$ cat config.mk
export PLATFORM = sky130hd
export DESIGN_NAME = fma_issue_arbiter_flat
export DESIGN_NICKNAME = d
export VERILOG_FILES = /design/src/rtl/fma_issue_arbiter_if.sv /design/src/rtl/fma_issue_arbiter.sv /design/src/flat_wrapper.sv
export SDC_FILE = /design/constraint.sdc
export NUM_CORES = 1
export LEC_CHECK = 0
export ABC_AREA = 1
export BUFFER_PORTS_ARGS = -buffer_cell sky130_fd_sc_hd__buf_2
export CAP_MARGIN = 15
export CELL_PAD_IN_SITES_DETAIL_PLACEMENT = 2
export CELL_PAD_IN_SITES_GLOBAL_PLACEMENT = 2
export CORE_ASPECT_RATIO = 0.6
export CORE_UTILIZATION = 24
export DETAILED_ROUTE_END_ITERATION = 7
export PLACE_DENSITY_LB_ADDON = 0.1
export SETUP_SLACK_MARGIN = 0.15
export SLEW_MARGIN = 20
export SYNTH_ARGS = -nofsm -noshare
export SYNTH_HDL_FRONTEND = slang
export SYNTH_SLANG_ARGS = --single-unit
$ cat constraint.sdc
create_clock -name clk -period 11.2 [get_ports clk]
set_input_delay 1.68 -clock clk [delete_from_list [all_inputs] [get_ports clk]]
set_output_delay 1.68 -clock clk [all_outputs]
set_load 0.01 [all_outputs]
$ cat src/rtl/fma_issue_arbiter_if.sv
// ---------------------------------------------------------------------------
// fma_issue_arbiter_if
// Purpose : Groups the requester-side and result-side handshakes of the
//           FMA issue arbiter into one bundle.
// Signals : req_valid [NREQ]     per-requester request valid
//           req_op    [NREQ*96]  per-requester operands {expA,expB,expC,manA,manB,manC}
//           req_ready [NREQ]     per-requester accept (one-hot or zero)
//           res_valid / res_ready  result handshake
//           res_tag   [TW]       owning requester index
//           res_exp   [8], res_man [24]  result payload
// Modports: master = requesters + result consumer, slave = arbiter.
// ---------------------------------------------------------------------------
interface fma_issue_arbiter_if #(
  parameter int NREQ = 4
) ();
  localparam int TW = (NREQ > 1) ? $clog2(NREQ) : 1;

  logic [NREQ-1:0]    req_valid;
  logic [NREQ*96-1:0] req_op;
  logic [NREQ-1:0]    req_ready;
  logic               res_valid;
  logic [TW-1:0]      res_tag;
  logic [7:0]         res_exp;
  logic [23:0]        res_man;
  logic               res_ready;

  modport master (
    output req_valid, req_op, res_ready,
    input  req_ready, res_valid, res_tag, res_exp, res_man
  );

  modport slave (
    input  req_valid, req_op, res_ready,
    output req_ready, res_valid, res_tag, res_exp, res_man
  );
endinterface

$ cat src/rtl/fma_issue_arbiter.sv
// ---------------------------------------------------------------------------
// fma_issue_arbiter
// Purpose : Round-robin arbiter sharing one combinational FMA datapath among
//           NREQ requesters. Granted operands are registered (S0) and drive
//           the datapath; its result is carried through LAT tagged result
//           stages and returned on a valid/ready port with full-pipeline
//           backpressure.
// Ports   : clk, rst          clock, asynchronous active-high reset
//           bus (slave)       request and result handshakes
//           dp_exp*/dp_man*   registered operands to the datapath
//           dp_expAns/dp_manAns  combinational datapath result
//           busy              any stage holds a valid entry
// Options : FMA_ISSUE_STATS_EN adds saturating 32-bit counters
//           stat_issued, stat_stall, stat_starve.
// ---------------------------------------------------------------------------
module fma_issue_arbiter #(
  parameter int NREQ = 4,
  parameter int LAT  = 2
) (
  input  logic                clk,
  input  logic                rst,
  fma_issue_arbiter_if.slave  bus,
  output logic [7:0]          dp_expA,
  output logic [7:0]          dp_expB,
  output logic [7:0]          dp_expC,
  output logic [23:0]         dp_manA,
  output logic [23:0]         dp_manB,
  output logic [23:0]         dp_manC,
  input  logic [7:0]          dp_expAns,
  input  logic [23:0]         dp_manAns,
  output logic                busy
`ifdef FMA_ISSUE_STATS_EN
  ,
  output logic [31:0]         stat_issued,
  output logic [31:0]         stat_stall,
  output logic [31:0]         stat_starve
`endif
);
  localparam int TW = (NREQ > 1) ? $clog2(NREQ) : 1;

  logic            stall;
  logic            accept;
  logic            lo_found, hi_found;
  logic [TW-1:0]   lo_idx, hi_idx, grant_idx;
  logic [TW-1:0]   ptr;
  logic [NREQ-1:0] ready_vec;
  logic [95:0]     sel_op;

  logic            s0_valid;
  logic [TW-1:0]   s0_tag;

  logic            stg_valid [1:LAT];
  logic [TW-1:0]   stg_tag   [1:LAT];
  logic [7:0]      stg_exp   [1:LAT];
  logic [23:0]     stg_man   [1:LAT];

  // A held result freezes the whole pipeline, bubbles included.
  assign stall = stg_valid[LAT] & ~bus.res_ready;

  // Round-robin pick: lowest valid index above ptr, else lowest valid index
  // overall (the wrap-around). The descending loop lets the lowest match win.
  always_comb begin
    lo_found = 1'b0;
    hi_found = 1'b0;
    lo_idx   = '0;
    hi_idx   = '0;
    for (int i = NREQ - 1; i >= 0; i--) begin
      if (bus.req_valid[i]) begin
        lo_found = 1'b1;
        lo_idx   = TW'(i);
        if (TW'(i) > ptr) begin
          hi_found = 1'b1;
          hi_idx   = TW'(i);
        end
      end
    end
    grant_idx = hi_found ? hi_idx : lo_idx;
  end

  // Grant is only ever given to a valid request, so grant implies accept.
  assign accept = lo_found & ~stall;

  // req_ready is also masked by rst so it drops the moment reset asserts.
  always_comb begin
    ready_vec = '0;
    sel_op    = '0;
    for (int i = 0; i < NREQ; i++) begin
      if (grant_idx == TW'(i)) begin
        ready_vec[i] = accept & ~rst;
        sel_op       = bus.req_op[96*i +: 96];
      end
    end
  end

  assign bus.req_ready = ready_vec;

  // S0 operand register and round-robin pointer. Without an accept the
  // operands hold, so the datapath inputs stay quiet during bubbles.
  always_ff @(posedge clk or posedge rst) begin
    if (rst) begin
      s0_valid <= 1'b0;
      s0_tag   <= '0;
      ptr      <= TW'(NREQ - 1);
      dp_expA  <= '0;
      dp_expB  <= '0;
      dp_expC  <= '0;
      dp_manA  <= '0;
      dp_manB  <= '0;
      dp_manC  <= '0;
    end else if (!stall) begin
      if (accept) begin
        s0_valid <= 1'b1;
        s0_tag   <= grant_idx;
        ptr      <= grant_idx;
        dp_expA  <= sel_op[95:88];
        dp_expB  <= sel_op[87:80];
        dp_expC  <= sel_op[79:72];
        dp_manA  <= sel_op[71:48];
        dp_manB  <= sel_op[47:24];
        dp_manC  <= sel_op[23:0];
      end else begin
        s0_valid <= 1'b0;
      end
    end
  end

  // Result stages S1..SLAT. Datapath outputs are only captured behind a
  // valid S0; later stages copy unconditionally with valid riding along.
  always_ff @(posedge clk or posedge rst) begin
    if (rst) begin
      for (int k = 1; k <= LAT; k++) begin
        stg_valid[k] <= 1'b0;
        stg_tag[k]   <= '0;
        stg_exp[k]   <= '0;
        stg_man[k]   <= '0;
      end
    end else if (!stall) begin
      stg_valid[1] <= s0_valid;
      if (s0_valid) begin
        stg_tag[1] <= s0_tag;
        stg_exp[1] <= dp_expAns;
        stg_man[1] <= dp_manAns;
      end
      for (int k = 2; k <= LAT; k++) begin
        stg_valid[k] <= stg_valid[k-1];
        stg_tag[k]   <= stg_tag[k-1];
        stg_exp[k]   <= stg_exp[k-1];
        stg_man[k]   <= stg_man[k-1];
      end
    end
  end

  assign bus.res_valid = stg_valid[LAT];
  assign bus.res_tag   = stg_tag[LAT];
  assign bus.res_exp   = stg_exp[LAT];
  assign bus.res_man   = stg_man[LAT];

  always_comb begin
    busy = s0_valid;
    for (int k = 1; k <= LAT; k++) begin
      busy = busy | stg_valid[k];
    end
  end

`ifdef FMA_ISSUE_STATS_EN
  // Saturating event counters: each sticks at all-ones once reached.
  always_ff @(posedge clk or posedge rst) begin
    if (rst) begin
      stat_issued <= '0;
      stat_stall  <= '0;
      stat_starve <= '0;
    end else begin
      if (accept && (stat_issued != '1)) begin
        stat_issued <= stat_issued + 32'd1;
      end
      if (stall && (stat_stall != '1)) begin
        stat_stall <= stat_stall + 32'd1;
      end
      if ((|bus.req_valid) && !accept && (stat_starve != '1)) begin
        stat_starve <= stat_starve + 32'd1;
      end
    end
  end
`endif

endmodule

$ cat src/flat_wrapper.sv
// flat-port wrapper written by rule: the top's interface ports become plain ports
module fma_issue_arbiter_flat 
#(
  parameter int NREQ = 4,
  parameter int LAT  = 2
)
  (clk, rst, dp_expA, dp_expB, dp_expC, dp_manA, dp_manB, dp_manC, dp_expAns, dp_manAns, busy, bus_req_valid, bus_req_op, bus_res_ready, bus_req_ready, bus_res_valid, bus_res_tag, bus_res_exp, bus_res_man);
  fma_issue_arbiter_if #(.NREQ(NREQ)) bus_i ();
  input  logic clk;
  input  logic rst;
  output logic [7:0] dp_expA;
  output logic [7:0] dp_expB;
  output logic [7:0] dp_expC;
  output logic [23:0] dp_manA;
  output logic [23:0] dp_manB;
  output logic [23:0] dp_manC;
  input  logic [7:0] dp_expAns;
  input  logic [23:0] dp_manAns;
  output logic busy;
  input wire logic [$bits(bus_i.req_valid)-1:0] bus_req_valid;
  input wire logic [$bits(bus_i.req_op)-1:0] bus_req_op;
  input wire logic [$bits(bus_i.res_ready)-1:0] bus_res_ready;
  output wire logic [$bits(bus_i.req_ready)-1:0] bus_req_ready;
  output wire logic [$bits(bus_i.res_valid)-1:0] bus_res_valid;
  output wire logic [$bits(bus_i.res_tag)-1:0] bus_res_tag;
  output wire logic [$bits(bus_i.res_exp)-1:0] bus_res_exp;
  output wire logic [$bits(bus_i.res_man)-1:0] bus_res_man;
  assign bus_i.req_valid = bus_req_valid;
  assign bus_i.req_op = bus_req_op;
  assign bus_i.res_ready = bus_res_ready;
  assign bus_req_ready = bus_i.req_ready;
  assign bus_res_valid = bus_i.res_valid;
  assign bus_res_tag = bus_i.res_tag;
  assign bus_res_exp = bus_i.res_exp;
  assign bus_res_man = bus_i.res_man;
  fma_issue_arbiter #(.NREQ(NREQ), .LAT(LAT)) u_core (.clk(clk), .rst(rst), .bus(bus_i), .dp_expA(dp_expA), .dp_expB(dp_expB), .dp_expC(dp_expC), .dp_manA(dp_manA), .dp_manB(dp_manB), .dp_manC(dp_manC), .dp_expAns(dp_expAns), .dp_manAns(dp_manAns), .busy(busy));
endmodule
==> flow_summary.yaml <==
clocking:
  cts-root-buf: "clkbuf_16"
  clkSinkCount: 171
  htree_levels: 4
  clk_pin_slew_ns: 0.08
  cts_buffers: 17
  hold_buffers: 0
  cts_resized: 0
  cts_tree: "done"
  clk_latency_ns: 0.46
  postCtsSetupRepairBufs: 0
  clock_path_buffers: 2
grt:
  grt_max_degree: 102
  grt_antenna_before_repair: 21
  track_usage: 0.232
  grt_pass1_vias: 12720
  grt_overflow_total: 0
  grt_pass1_wl_mm: 75.7
worst_setup_path:
  max_stage_delay_ns: 0.52
  crit-reg2reg-capture: "u_core.dp_manB[7]"
  critical_path_class: "input pin to output port"
  arrival_ns: 3.79
  worst-path-buf-inv: 3
  r2r_cells: 12
  crit_family: "simple AND/OR/NAND/NOR gates"
  worstPathRequired_ns: 9.52
  crit_path_end_kind: "output port"
  r2r_slack_ns: 7.69
  crit_top_cell: "nand2_1"
  cp_slowest_cell: "nand2_8"
  critPathMaxFanout: 101
  reg2reg_from: "u_core.ptr[1]"
  startpoint_type: "input pin"
  cp_cell_sequence: "buf_2 -> inv_1 -> nand2_1 -> nand2_1 -> nand2_1 -> nand2_1 -> nand2_2 -> nand2_4 -> nand2_8 -> nor2_1 -> buf_2"
yosys:
  synth_area_leaders: "dfrtp_1 42%, nand2_1 26%, nand3_1 9.3%, nor2_1 7.0%, mux2_2 3.5%"
  yosys_warnings: 0
  synth_nets: 1969
  synthCells: 1546
  yosysSeqAreaShare: 0.420
  netlist-cell-type-count: 19
  ys_seq_elements: 171
  synth.cell_area_um2: 10200
  yosysTopAreaCellShare: 0.415
  yosys.area.top_type: "dfrtp_1"
  synth.avg_cell_area_um2: 6.59
worst_hold_path:
  hold_path_startpoint: "u_core.stg_man[45]"
  hold_path_class: "flip-flop to flip-flop"
  holdPathStages: 2
  hold_end: "u_core.bus.res_man[21]"
final_layout:
  drive_gt1_frac: 0.332
  area_delta_synth_final_pct: 35.9
  final_cell_mix: "696 x nand2_1, 558 x buf_2, 189 x nor2_1, 189 x nand3_1, 169 x dfrtp_1"
  nets: 2433
  final_common_cell: "nand2_1"
  fin_cells: 2607
  fillers: 5183
die:
  die-height_um: 162
  num_rows: 58
  fp.dieW_um: 268
  io-pin-count: 559
  initial_core_util: 0.243
  core_area_um2: 41900
  die-area_um2: 43300
sta:
  finalCriticalPeriod_ns: 5.47
  skew_ns: 0.0139
  fin_ws_ns: 5.73
  finalHoldViolations: 0
  max_freq_mhz: 183
  rsz0062_at_grt: "no"
  finalSetupViolations: 0
  tightest_slew_ns: 1.07
  finalSetupTns_ns: 0
  relSlewSlack: 0.286
  fin_crit_sh: 0.489
  finalMaxSlewViolations: 0
power:
  leakagePower_nw: 8.05
  power_mw: 3.47
  cellPowerDensity_nw_per_um2: 251
  peakVddDrop_uv: 131
status:
  status: "finished clean"
place:
  place_inst: 2561
  port_buffers: 558
  gp_congestion: 0.814
  dpl_worst_slack_ns: 5.63
  post-dp-hpwl_mm: 37.5
route:
  dr.pass1.iters: 5
  routed_wl_mm: 50.3
  ant_nets: 0
  viasPerCell: 4.46
  remaining_drc_errors: 0
  initialDrtViolationCount: 477
  vias: 11634
  wl_per_cell_um: 19.3
flow_run:
  drv_cap: 0
==> final cells by class <==
type / count / area [µm²] / area share
diodes: 14 / 35.0 / 0.00253
clock buffers: 17 / 425 / 0.0307
clock inverters: 15 / 206 / 0.0149
inverters: 115 / 447 / 0.0323
multi-input cells: 1133 / 4820 / 0.348
flip-flops and latches: 171 / 4280 / 0.309
well taps: 570 / 713 / 0.0515
repair buffers: 572 / 2910 / 0.210
==> sequential cells by signal, indices dropped and copies added (netlist names), 8 cells and up <==
signal and cells:
u_core.bus.res_exp 8, u_core.bus.res_man 24, u_core.dp_expA 8, u_core.dp_expB 8, u_core.dp_expC 8, u_core.dp_manA 24
u_core.dp_manB 24, u_core.dp_manC 24, u_core.stg_exp 8, u_core.stg_man 24
==> worst max path at each step <==
stage               cells past startpoint               end        startpoint
detailed placement                     11  bus_req_ready[3]  bus_req_valid[2]
global route                           11  bus_req_ready[3]  bus_req_valid[2]
floorplan                               3  bus_req_ready[2]               rst
finish                                 11  bus_req_ready[3]  bus_req_valid[2]
global placement                       11  bus_req_ready[3]  bus_req_valid[2]
CTS                                    11  bus_req_ready[3]  bus_req_valid[2]
==> metrics by stage <==
stage                     utilization  hold WS [ns]  cell area (µm²)
after global placement          0.314         0.442            13200
final                           0.330         0.468            13800
after floorplan                     -         0.432            10200
after CTS                       0.330         0.476            13800
after detailed placement        0.315         0.460            13200
after global routing            0.330         0.493            13800
==> cell usage after synthesis <==
cell and n:
nor2_2 2, buf_2 45, a21oi_1 1, clkbuf_1 39, inv_1 90, dfstp_2 2, nand2_2 2, mux2_2 32
inv_2 25, o21ai_0 9, nand2_1 698, nor2_1 189, nor3_1 2, nand4_1 7, buf_1 2, nand3_1 189
buf_4 41, nand3_2 2, dfrtp_1 169
==> worst reg2reg max path, delay by kind of cell, from the launching register on <==
family | cells | cell delay [ns]
and+or+nand+nor | 10 | 1.76
buffers and inverters | 2 | 1.11
DFF | 1 | 0.54
==> where the power goes <==
part | internal, mW | total [mW] | switching [mW]
Sequential | 0.897 | 1.05 | 0.150
Clock | 0.310 | 0.649 | 0.339
Combinational | 0.590 | 1.78 | 1.19
Total | 1.80 | 3.47 | 1.68
==> kinds of logic (layout without fill, tap and decap cells) <==
group	Yosys count	count (layout)	share of synthesized area
multiplexers	32	32	0.0354
AND/OR/NAND/NOR	1091	1091	0.429
other	0	14	0
buffers and inverters	242	719	0.110
flip-flops	171	171	0.420
AO/OA/AOI/OAI	10	10	0.00491
==> layer usage <==
layer / part of all wire / global-route usage / wire length [µm]
met1: 0.42 / 0.272 / 21100
met2: 0.52 / 0.415 / 26100
met3: 0.047 / 0.0567 / 2340
met4: 0.014 / 0.0740 / 698
met5: 0.0020 / 0 / 102
(Power assumes the default switching activity.)
